==> src/rtl/hazard_pkg.sv <==
// Shared types for the hazard scoreboard: tracked stage entry and forward selects.
package hazard_pkg;

    localparam int MAX_AW = 8;
    localparam int FWD_RF = 0;

    typedef struct packed {
        logic              valid;
        logic              regwr;
        logic              load;
        logic [MAX_AW-1:0] rd;
    } stage_t;

    localparam stage_t BUBBLE = '0;

    function automatic stage_t mk_stage(
        input logic              regwr,
        input logic              load,
        input logic [MAX_AW-1:0] rd
    );
        stage_t s;
        s.valid = 1'b1;
        s.regwr = regwr;
        s.load  = load;
        s.rd    = rd;
        return s;
    endfunction

endpackage

==> src/rtl/hazard_match.sv <==
// Youngest-producer lookup for one source register across the tracked stages.
module hazard_match
    import hazard_pkg::*;
#(
    parameter int REG_AW = 5,
    parameter int DEPTH  = 3,
    parameter int SW     = $clog2(DEPTH + 1)
) (
    input  stage_t [DEPTH:1]    entries,
    input  logic   [REG_AW-1:0] src,
    output logic                hit,
    output logic   [SW-1:0]     idx,
    output logic                is_load
);

    logic [MAX_AW-1:0] src_x;

    assign src_x = MAX_AW'(src);

    // Scan oldest to youngest so the youngest match is the one left standing.
    always_comb begin
        hit     = 1'b0;
        idx     = '0;
        is_load = 1'b0;
        for (int k = DEPTH; k >= 1; k--) begin
            if (entries[k].valid && entries[k].regwr &&
                entries[k].rd == src_x && src_x != '0) begin
                hit     = 1'b1;
                idx     = SW'(k);
                is_load = entries[k].load;
            end
        end
    end

endmodule

==> src/rtl/hazard_scoreboard.sv <==
// Load-use stall and EX forward-select generation; FWD_BRANCH_EN adds
// ID-stage branch-compare forwarding.
module hazard_scoreboard
    import hazard_pkg::*;
#(
    parameter int REG_AW     = 5,
    parameter int DEPTH      = 3,
    parameter int LOAD_READY = 3,
    localparam int SW        = $clog2(DEPTH + 1)
) (
    input  logic              clk,
    input  logic              reset,
    input  logic              id_valid,
    input  logic [REG_AW-1:0] id_rs,
    input  logic [REG_AW-1:0] id_rt,
    input  logic              id_use_rs,
    input  logic              id_use_rt,
    input  logic [REG_AW-1:0] id_rd,
    input  logic              id_regwr,
    input  logic              id_load,
    input  logic              flush,
    output logic              stall,
    output logic [SW-1:0]     ex_fwd_rs,
    output logic [SW-1:0]     ex_fwd_rt,
    output logic [15:0]       stall_count
`ifdef FWD_BRANCH_EN
    ,
    input  logic              id_branch,
    output logic [SW-1:0]     id_cmp_rs,
    output logic [SW-1:0]     id_cmp_rt
`endif
);

    stage_t [DEPTH:1] entries;

    logic          hit_rs, hit_rt;
    logic          ld_rs, ld_rt;
    logic [SW-1:0] j_rs, j_rt;
    logic          use_hit_rs, use_hit_rt;
    logic          lu_rs, lu_rt;
    logic          br_haz;
    logic          take;
    logic [SW-1:0] fwd_rs_next, fwd_rt_next;

    hazard_match #(
        .REG_AW (REG_AW),
        .DEPTH  (DEPTH),
        .SW     (SW)
    ) u_match_rs (
        .entries (entries),
        .src     (id_rs),
        .hit     (hit_rs),
        .idx     (j_rs),
        .is_load (ld_rs)
    );

    hazard_match #(
        .REG_AW (REG_AW),
        .DEPTH  (DEPTH),
        .SW     (SW)
    ) u_match_rt (
        .entries (entries),
        .src     (id_rt),
        .hit     (hit_rt),
        .idx     (j_rt),
        .is_load (ld_rt)
    );

    assign use_hit_rs = id_use_rs & hit_rs;
    assign use_hit_rt = id_use_rt & hit_rt;

    assign lu_rs = use_hit_rs & ld_rs &
                   ((int'(j_rs) + 1) < LOAD_READY);
    assign lu_rt = use_hit_rt & ld_rt &
                   ((int'(j_rt) + 1) < LOAD_READY);

`ifdef FWD_BRANCH_EN
    logic br_rs, br_rt;

    assign br_rs = use_hit_rs &
                   ((int'(j_rs) == 1) |
                    (ld_rs & (int'(j_rs) < LOAD_READY)));
    assign br_rt = use_hit_rt &
                   ((int'(j_rt) == 1) |
                    (ld_rt & (int'(j_rt) < LOAD_READY)));
    assign br_haz = id_branch & (br_rs | br_rt);

    assign id_cmp_rs = (use_hit_rs & ~ld_rs & (int'(j_rs) >= 2))
                       ? j_rs : SW'(FWD_RF);
    assign id_cmp_rt = (use_hit_rt & ~ld_rt & (int'(j_rt) >= 2))
                       ? j_rt : SW'(FWD_RF);
`else
    assign br_haz = 1'b0;
`endif

    assign stall = ~reset & id_valid & ~flush &
                   (lu_rs | lu_rt | br_haz);

    assign take = id_valid & ~stall & ~flush;

    // Producer moves one stage along with the consumer; leaving the
    // window means it has committed and the register file has it.
    assign fwd_rs_next = (use_hit_rs && (int'(j_rs) + 1) <= DEPTH)
                         ? SW'(int'(j_rs) + 1) : SW'(FWD_RF);
    assign fwd_rt_next = (use_hit_rt && (int'(j_rt) + 1) <= DEPTH)
                         ? SW'(int'(j_rt) + 1) : SW'(FWD_RF);

    always_ff @(posedge clk) begin
        if (reset) begin
            entries     <= '0;
            ex_fwd_rs   <= SW'(FWD_RF);
            ex_fwd_rt   <= SW'(FWD_RF);
            stall_count <= '0;
        end else begin
            for (int k = DEPTH; k >= 2; k--) begin
                entries[k] <= entries[k-1];
            end
            if (take) begin
                entries[1] <= mk_stage(id_regwr, id_load,
                                       MAX_AW'(id_rd));
                ex_fwd_rs  <= fwd_rs_next;
                ex_fwd_rt  <= fwd_rt_next;
            end else begin
                entries[1] <= BUBBLE;
                ex_fwd_rs  <= SW'(FWD_RF);
                ex_fwd_rt  <= SW'(FWD_RF);
            end
            if (stall && stall_count != 16'hFFFF) begin
                stall_count <= stall_count + 16'd1;
            end
        end
    end

endmodule

==> config.mk <==
export PLATFORM = sky130hd
export DESIGN_NAME = hazard_scoreboard
export DESIGN_NICKNAME = d
export VERILOG_FILES = /design/src/rtl/hazard_pkg.sv /design/src/rtl/hazard_match.sv /design/src/rtl/hazard_scoreboard.sv
export SDC_FILE = /design/constraint.sdc
export NUM_CORES = 1
export LEC_CHECK = 0
export BUFFER_PORTS_ARGS = -buffer_cell sky130_fd_sc_hd__buf_2
export CAP_MARGIN = 20
export CORE_MARGIN = 1
export CORE_UTILIZATION = 50
export CTS_BUF_LIST = sky130_fd_sc_hd__clkbuf_16
export DETAILED_ROUTE_END_ITERATION = 6
export PLACE_DENSITY = 0.73
export SYNTH_ARGS = -nofsm -noshare
export SYNTH_HDL_FRONTEND = slang
export SYNTH_HIERARCHICAL = 1
export SYNTH_SLANG_ARGS = --single-unit
==> constraint.sdc <==
create_clock -name clk -period 8.6 [get_ports clk]
set_input_delay 2.58 -clock clk [delete_from_list [all_inputs] [get_ports clk]]
set_output_delay 2.58 -clock clk [all_outputs]
set_load 0.1 [all_outputs]
Yosys cells after proc, flatten, opt, wreduce, memory -nomap -nowiden
Cells that the tools add are included.
- input bits: 23
- bits in read-only memories: 0
- output and inout bits: 21
- word-level logic and storage cells: 90
- bits in writable memories: 0
- flip-flop bits (word level): 53
- memories kept: 0
- bits in latches: 0
- add/subtract/negate cells: 3
- bitwise logic cells: 18
- equality and inequality tests: 7
- reduce and logical (&&, ||, !) cells: 23
- $lt $le $gt $ge: 4
- divide/modulo/power cells: 0
- shifts and indexed selects: 0
- multiplexer cells: 19
- multiply operators: 0
- operators with widths (cell ; count):
    $le A32 B3 Y1 const B ; 2
    $lt A32 B3 Y1 const B ; 2
    $eq A8 B5 Y1 ; 6
    $logic_and A1 B1 Y1 ; 18
    $add A16 B1 Y16 const B ; 1
    $ne A16 B16 Y1 const B ; 1
    $reduce_bool A8 Y1 ; 2
    $mux W1 ; 12
    $mux W2 ; 6
    $and A1 B1 Y1 ; 11
    $mux W11 ; 1
    $add A2 B1 Y3 const B ; 2
    $not A1 Y1 ; 6
    $reduce_or A3 Y1 ; 2
    $reduce_or A2 Y1 ; 1
    $or A1 B1 Y1 ; 1

Depth between registers and ports, before layout
- depth in word-level cells: 16
- gate-level depth with buffers: 13
- depth with buffers taken out: 12

Hierarchy
The synthesis kept the hierarchy.
- by module, submodules not included (module ; cells an instance ; area an instance (um^2) ; seq. area each (um^2) ; times used):
    hazard_scoreboard ; 173 ; 1717.9 ; 880.8 ; 1
    hazard_match ; 42 ; 317.8 ; 0.0 ; 2

Worst setup path before layout
OpenSTA, ideal clock, no wires.
- path kind: input to output
- from: input port id_rt[1]
- to: output port stall
- cell stages on the path: 10
- required time: 6.020 ns
- arrival time: 5.715 ns
- slack: 0.305 ns
- cell sequence: or4_4 -> nor2_4 -> nor4_2 -> o21ai_0 -> inv_1 -> ha_1 -> and4bb_1 -> a2bb2oi_2 -> clkbuf_1 -> nor2_1
- word-level cells in the longest chain between the ends: 11
- ends and longest elaborated chain (element ; RTL line ; RTL):
    start: declaration ; hazard_scoreboard.sv:15 ; input logic [REG_AW-1:0] id_rt,
    $eq A8 B5 Y1 ; hazard_match.sv:27 ; entries[k].rd == src_x && src_x != '0) begin
    $logic_and A1 B1 Y1 ; hazard_match.sv:26 ; if (entries[k].valid && entries[k].regwr &&
    $logic_and A1 B1 Y1 ; hazard_match.sv:27 ;
    $mux W2 (2 in series) ; hazard_match.sv:26 ;
    $mux W2 * ; hazard_match.sv:26 ;
    via j_rt[0] ; hazard_scoreboard.sv:38 ; logic [SW-1:0] j_rs, j_rt;
    $add A2 B1 Y3 * ; n/a ;
    $lt A32 B3 Y1 * ; hazard_scoreboard.sv:75 ; ((int'(j_rt) + 1) < LOAD_READY);
    $and A1 B1 Y1 * ; hazard_scoreboard.sv:74 ; assign lu_rt = use_hit_rt & ld_rt &
    $or A1 B1 Y1 * ; hazard_scoreboard.sv:97 ; (lu_rs | lu_rt | br_haz);
    $and A1 B1 Y1 * ; hazard_scoreboard.sv:96 ; assign stall = ~reset & id_valid & ~flush &
    end: declaration ; hazard_scoreboard.sv:22 ; output logic stall,
Mark *: on every way through the listed nets, which the timed path passes. The rest lies on a longest branch.

Worst setup path after layout
- from: input port id_rs[1]
- to: output port stall
- word-level cells in the longest chain between the ends: 11
- ends and longest elaborated chain (element ; RTL line ; RTL):
    start: declaration ; hazard_scoreboard.sv:14 ; input logic [REG_AW-1:0] id_rs,
    $eq A8 B5 Y1 ; hazard_match.sv:27 ;
    $logic_and A1 B1 Y1 ; hazard_match.sv:26 ;
    $logic_and A1 B1 Y1 ; hazard_match.sv:27 ;
    $mux W2 (2 in series) ; hazard_match.sv:26 ;
    $mux W2 * ; hazard_match.sv:26 ;
    via j_rs[0] ; hazard_scoreboard.sv:38 ;
    $add A2 B1 Y3 * ; n/a ;
    $lt A32 B3 Y1 * ; hazard_scoreboard.sv:73 ; ((int'(j_rs) + 1) < LOAD_READY);
    $and A1 B1 Y1 * ; hazard_scoreboard.sv:72 ; assign lu_rs = use_hit_rs & ld_rs &
    $or A1 B1 Y1 * ; hazard_scoreboard.sv:97 ;
    $and A1 B1 Y1 * ; hazard_scoreboard.sv:96 ;
Marks and branches as above.

==> results by group <==
Outcome
  – Status: complete, but fails checks
  – Failing checks: design-rule violations

Worst hold path
  – Worst Min Path Start: stall_count[1]
  – Worst Hold Class: reg -> reg
  – Hold path endpoint: stall_count[1]
  – WHS Path Cells: 2

Power
  – Pwr dens: 148.7 mW/mm2
  – Lkg Pwr: 1.115 nW
  – Worst VDD drop: 0.0001184 V

Global route
  – Largest net degree at the start of global routing: 37
  – First-pass GRT wire length: 8618 um
  – Initial antenna violation count: 0
  – Vias in the first global route: 1876
  – Tot GR Track Use: 0.2173
  – Total grt overflow: 0

Clocking
  – Setup Fix Bufs, Post-CTS: 0
  – Num Clock Sinks: 44
  – Clock Pin Slew Worst Setup and Hold Paths: 60 ps
  – CTS Hold Bufs: 0
  – TritonCTS clock tree: done
  – CTS Root Cell: clkbuf_16
  – Cts repair resizes: 0
  – Worst-Skew Late Latency: 280 ps
  – Max clock buf depth: 2
  – H-Tree Depth: 2
  – CTS Buf Count: 5

Cells and area
  – Layout fillers: 386
  – Commonest non-fill, non-tap cells in the layout: 44 x dfxtp_1, 43 x buf_2, 36 x xnor2_1, 21 x nand2_1, 19 x nor2b_1
  – Commonest non-fill, non-tap cell in the layout: dfxtp_1
  – Inserted Diodes: 0
  – Final core utilization: 0.6323
  – Area Growth Syn to Fin: 19.40%
  – Nets: 348
  – Share of layout cells above drive strength 1: 0.2100

Routing
  – Initial DRT Pass Iterations: 6
  – DR vias: 2002
  – Drt wl/cell: 13.33 um
  – Residual DRC: 4
  – Initial DRC Count: 99
  – Via density: 5.396
  – Post-Route WL: 4946 um
  – Antenna Violating Nets Remaining: 0

Die
  – Die area: 0.004985 mm2
  – Initial Util: 0.5296
  – Core Area: 0.004444 mm2
  – Row Count: 24
  – Die height: 70.61 um
  – Die width: 70.61 um
  – Io pins: 44

STA
  – Hold WS: 486.9 ps
  – Fin crit period: 7714 ps
  – Clk_skew: 2.481 ps
  – RSZ-0062 raised after global routing: false
  – Fin. max-slew vios: 0
  – Final period util: 0.8970
  – Final setup fails: 0
  – Total Neg Setup Slack: 0 ps
  – Max Clock Freq: 129.6 MHz
  – Worst-margin pin slew: 681.1 ps
  – Final hold viol count: 0
  – Rel. slew slack: 0.5460

Logic synthesis
  – Register area share after synthesis: 0.3743
  – Yosys Warn Count: 6
  – Synth unique cells: 46
  – Synth area leaders: dfxtp_1 37%, xnor2_1 13%, nor2b_1 5.1%
  – Cell count after synthesis: 257
  – Syn_area_per_cell: 9.158 um2
  – Area of the mapped netlist: 0.002354 mm2
  – Largest area contributor in the netlist: dfxtp_1
  – Flop and latch count out of synthesis: 44
  – Area share of the leading cell type in the synthesized netlist: 0.3743

Critical path
  – Crit. End Element: output pin
  – Reg2Reg Capture Point: stall_count[13]
  – R2R setup slack: 4710 ps
  – Crit-path max FO: 6
  – Crit. Startpoint: id_rs[1]
  – Critical path data required time: 6020 ps
  – CP Launch Type: primary input
  – WP data arrival: 5130 ps
  – Worst reg2reg startpoint: entries[32]
  – Critical path class: in -> out
  – Path depth of the worst reg2reg path: 12

Placed design
  – Placer Congestion: 0.8695
  – Port Buffer Count: 43
  – Post-DP HPWL: 3650 um

Flow run
  – Maxcap violations: 0
-- where the power goes --
part / switching, W / internal [W] / total (W)
Sequential: 0.00000207 / 0.000206 / 0.000208
Clock: 0.0000758 / 0.000105 / 0.000181
Combinational: 0.0000159 / 0.0000126 / 0.0000285
-- final cells by class --
class,count,area [um2],area share
flip-flops and latches,44,880.8,0.3134
clock inverters,3,15.01,0.005343
clock buffers,5,125.1,0.04452
inverters,6,22.52,0.008014
multi-input cells,217,1479,0.5263
repair buffers,44,222.7,0.07925
well taps,52,65.06,0.02315
-- flip-flops by register name (all words and copies together), names as in the netlist --
register,flops
ex_fwd_rs,2
entries,24
stall_count,16
ex_fwd_rt,2
-- routing by layer --
metal	track usage	up-vias	wire length (um)	share of wire
li1	-	1019	-	-
met1	0.3085	927	2501	0.51
met2	0.3290	51	2152	0.44
met3	0.05128	5	233	0.047
met4	0.06889	0	59	0.012
met5	0	-	0	0
-- cells by family after synthesis --
group	synth area share
adders and majority gates	0.03721
buffers and inverters	0.02445
other	0.001593
xor gates and xnor gates	0.1340
muxes	0.03987
and+or+nand+nor	0.3360
AOI/OAI and AO/OA	0.05263
DFF	0.3743
-- cell usage after synthesis, drive strengths merged --
library cell and instances:
o311ai 1, nor2 18, nand3 15, a21oi 6, or2 1, a21o 1, or3 6, nand2 22
dfxtp 44, and3 8, nor4 18, buf 4, nor2b 19, a31o 1, nor4b 4, inv 6
and2 2, xnor2 36, a2bb2oi 1, o41ai 1, or4 6, o21a 2, nor3 2, conb 1
mux2 7, nand4 6, and4bb 1, ha 7, o21ai 3, and4 1, nand4b 1, o31ai 2
clkbuf 3, or4b 1
-- through the flow --
stage / total power (W) / setup slack, ps / cell area (um2) / cells
2_1_floorplan: 0.0002290 / 305.0 / 2417 / 274
3_3_place_gp: 0.0002401 / 1005 / 2670 / 363
3_5_place_dp: 0.0002406 / 916.2 / 2670 / 363
4_1_cts: 0.0004204 / 884.1 / 2810 / 371
5_1_grt: 0.0004332 / 718.3 / 2810 / 371
6_report: 0.0004178 / 886.1 / 2810 / 371
-- how the worst max path moves through the flow --
stage / depth (start not counted) / slack [ps] / end
after floorplan: 10 / 300 / stall
after global placement: 11 / 1000 / stall
after detailed placement: 11 / 920 / stall
after CTS: 11 / 880 / stall
after global routing: 11 / 720 / stall
final: 11 / 890 / stall
-- worst max-delay path, cell delays in order --
cell and delay, ps:
buf_2 140, or4_4 550, nor2_4 160, nor4_2 80, o21ai_0 420, inv_1 90
ha_1 210, nand4b_1 180, a2bb2oi_2 160, nor2_1 120, buf_2 440
No activity file was read; power rests on OpenSTA's default activity.
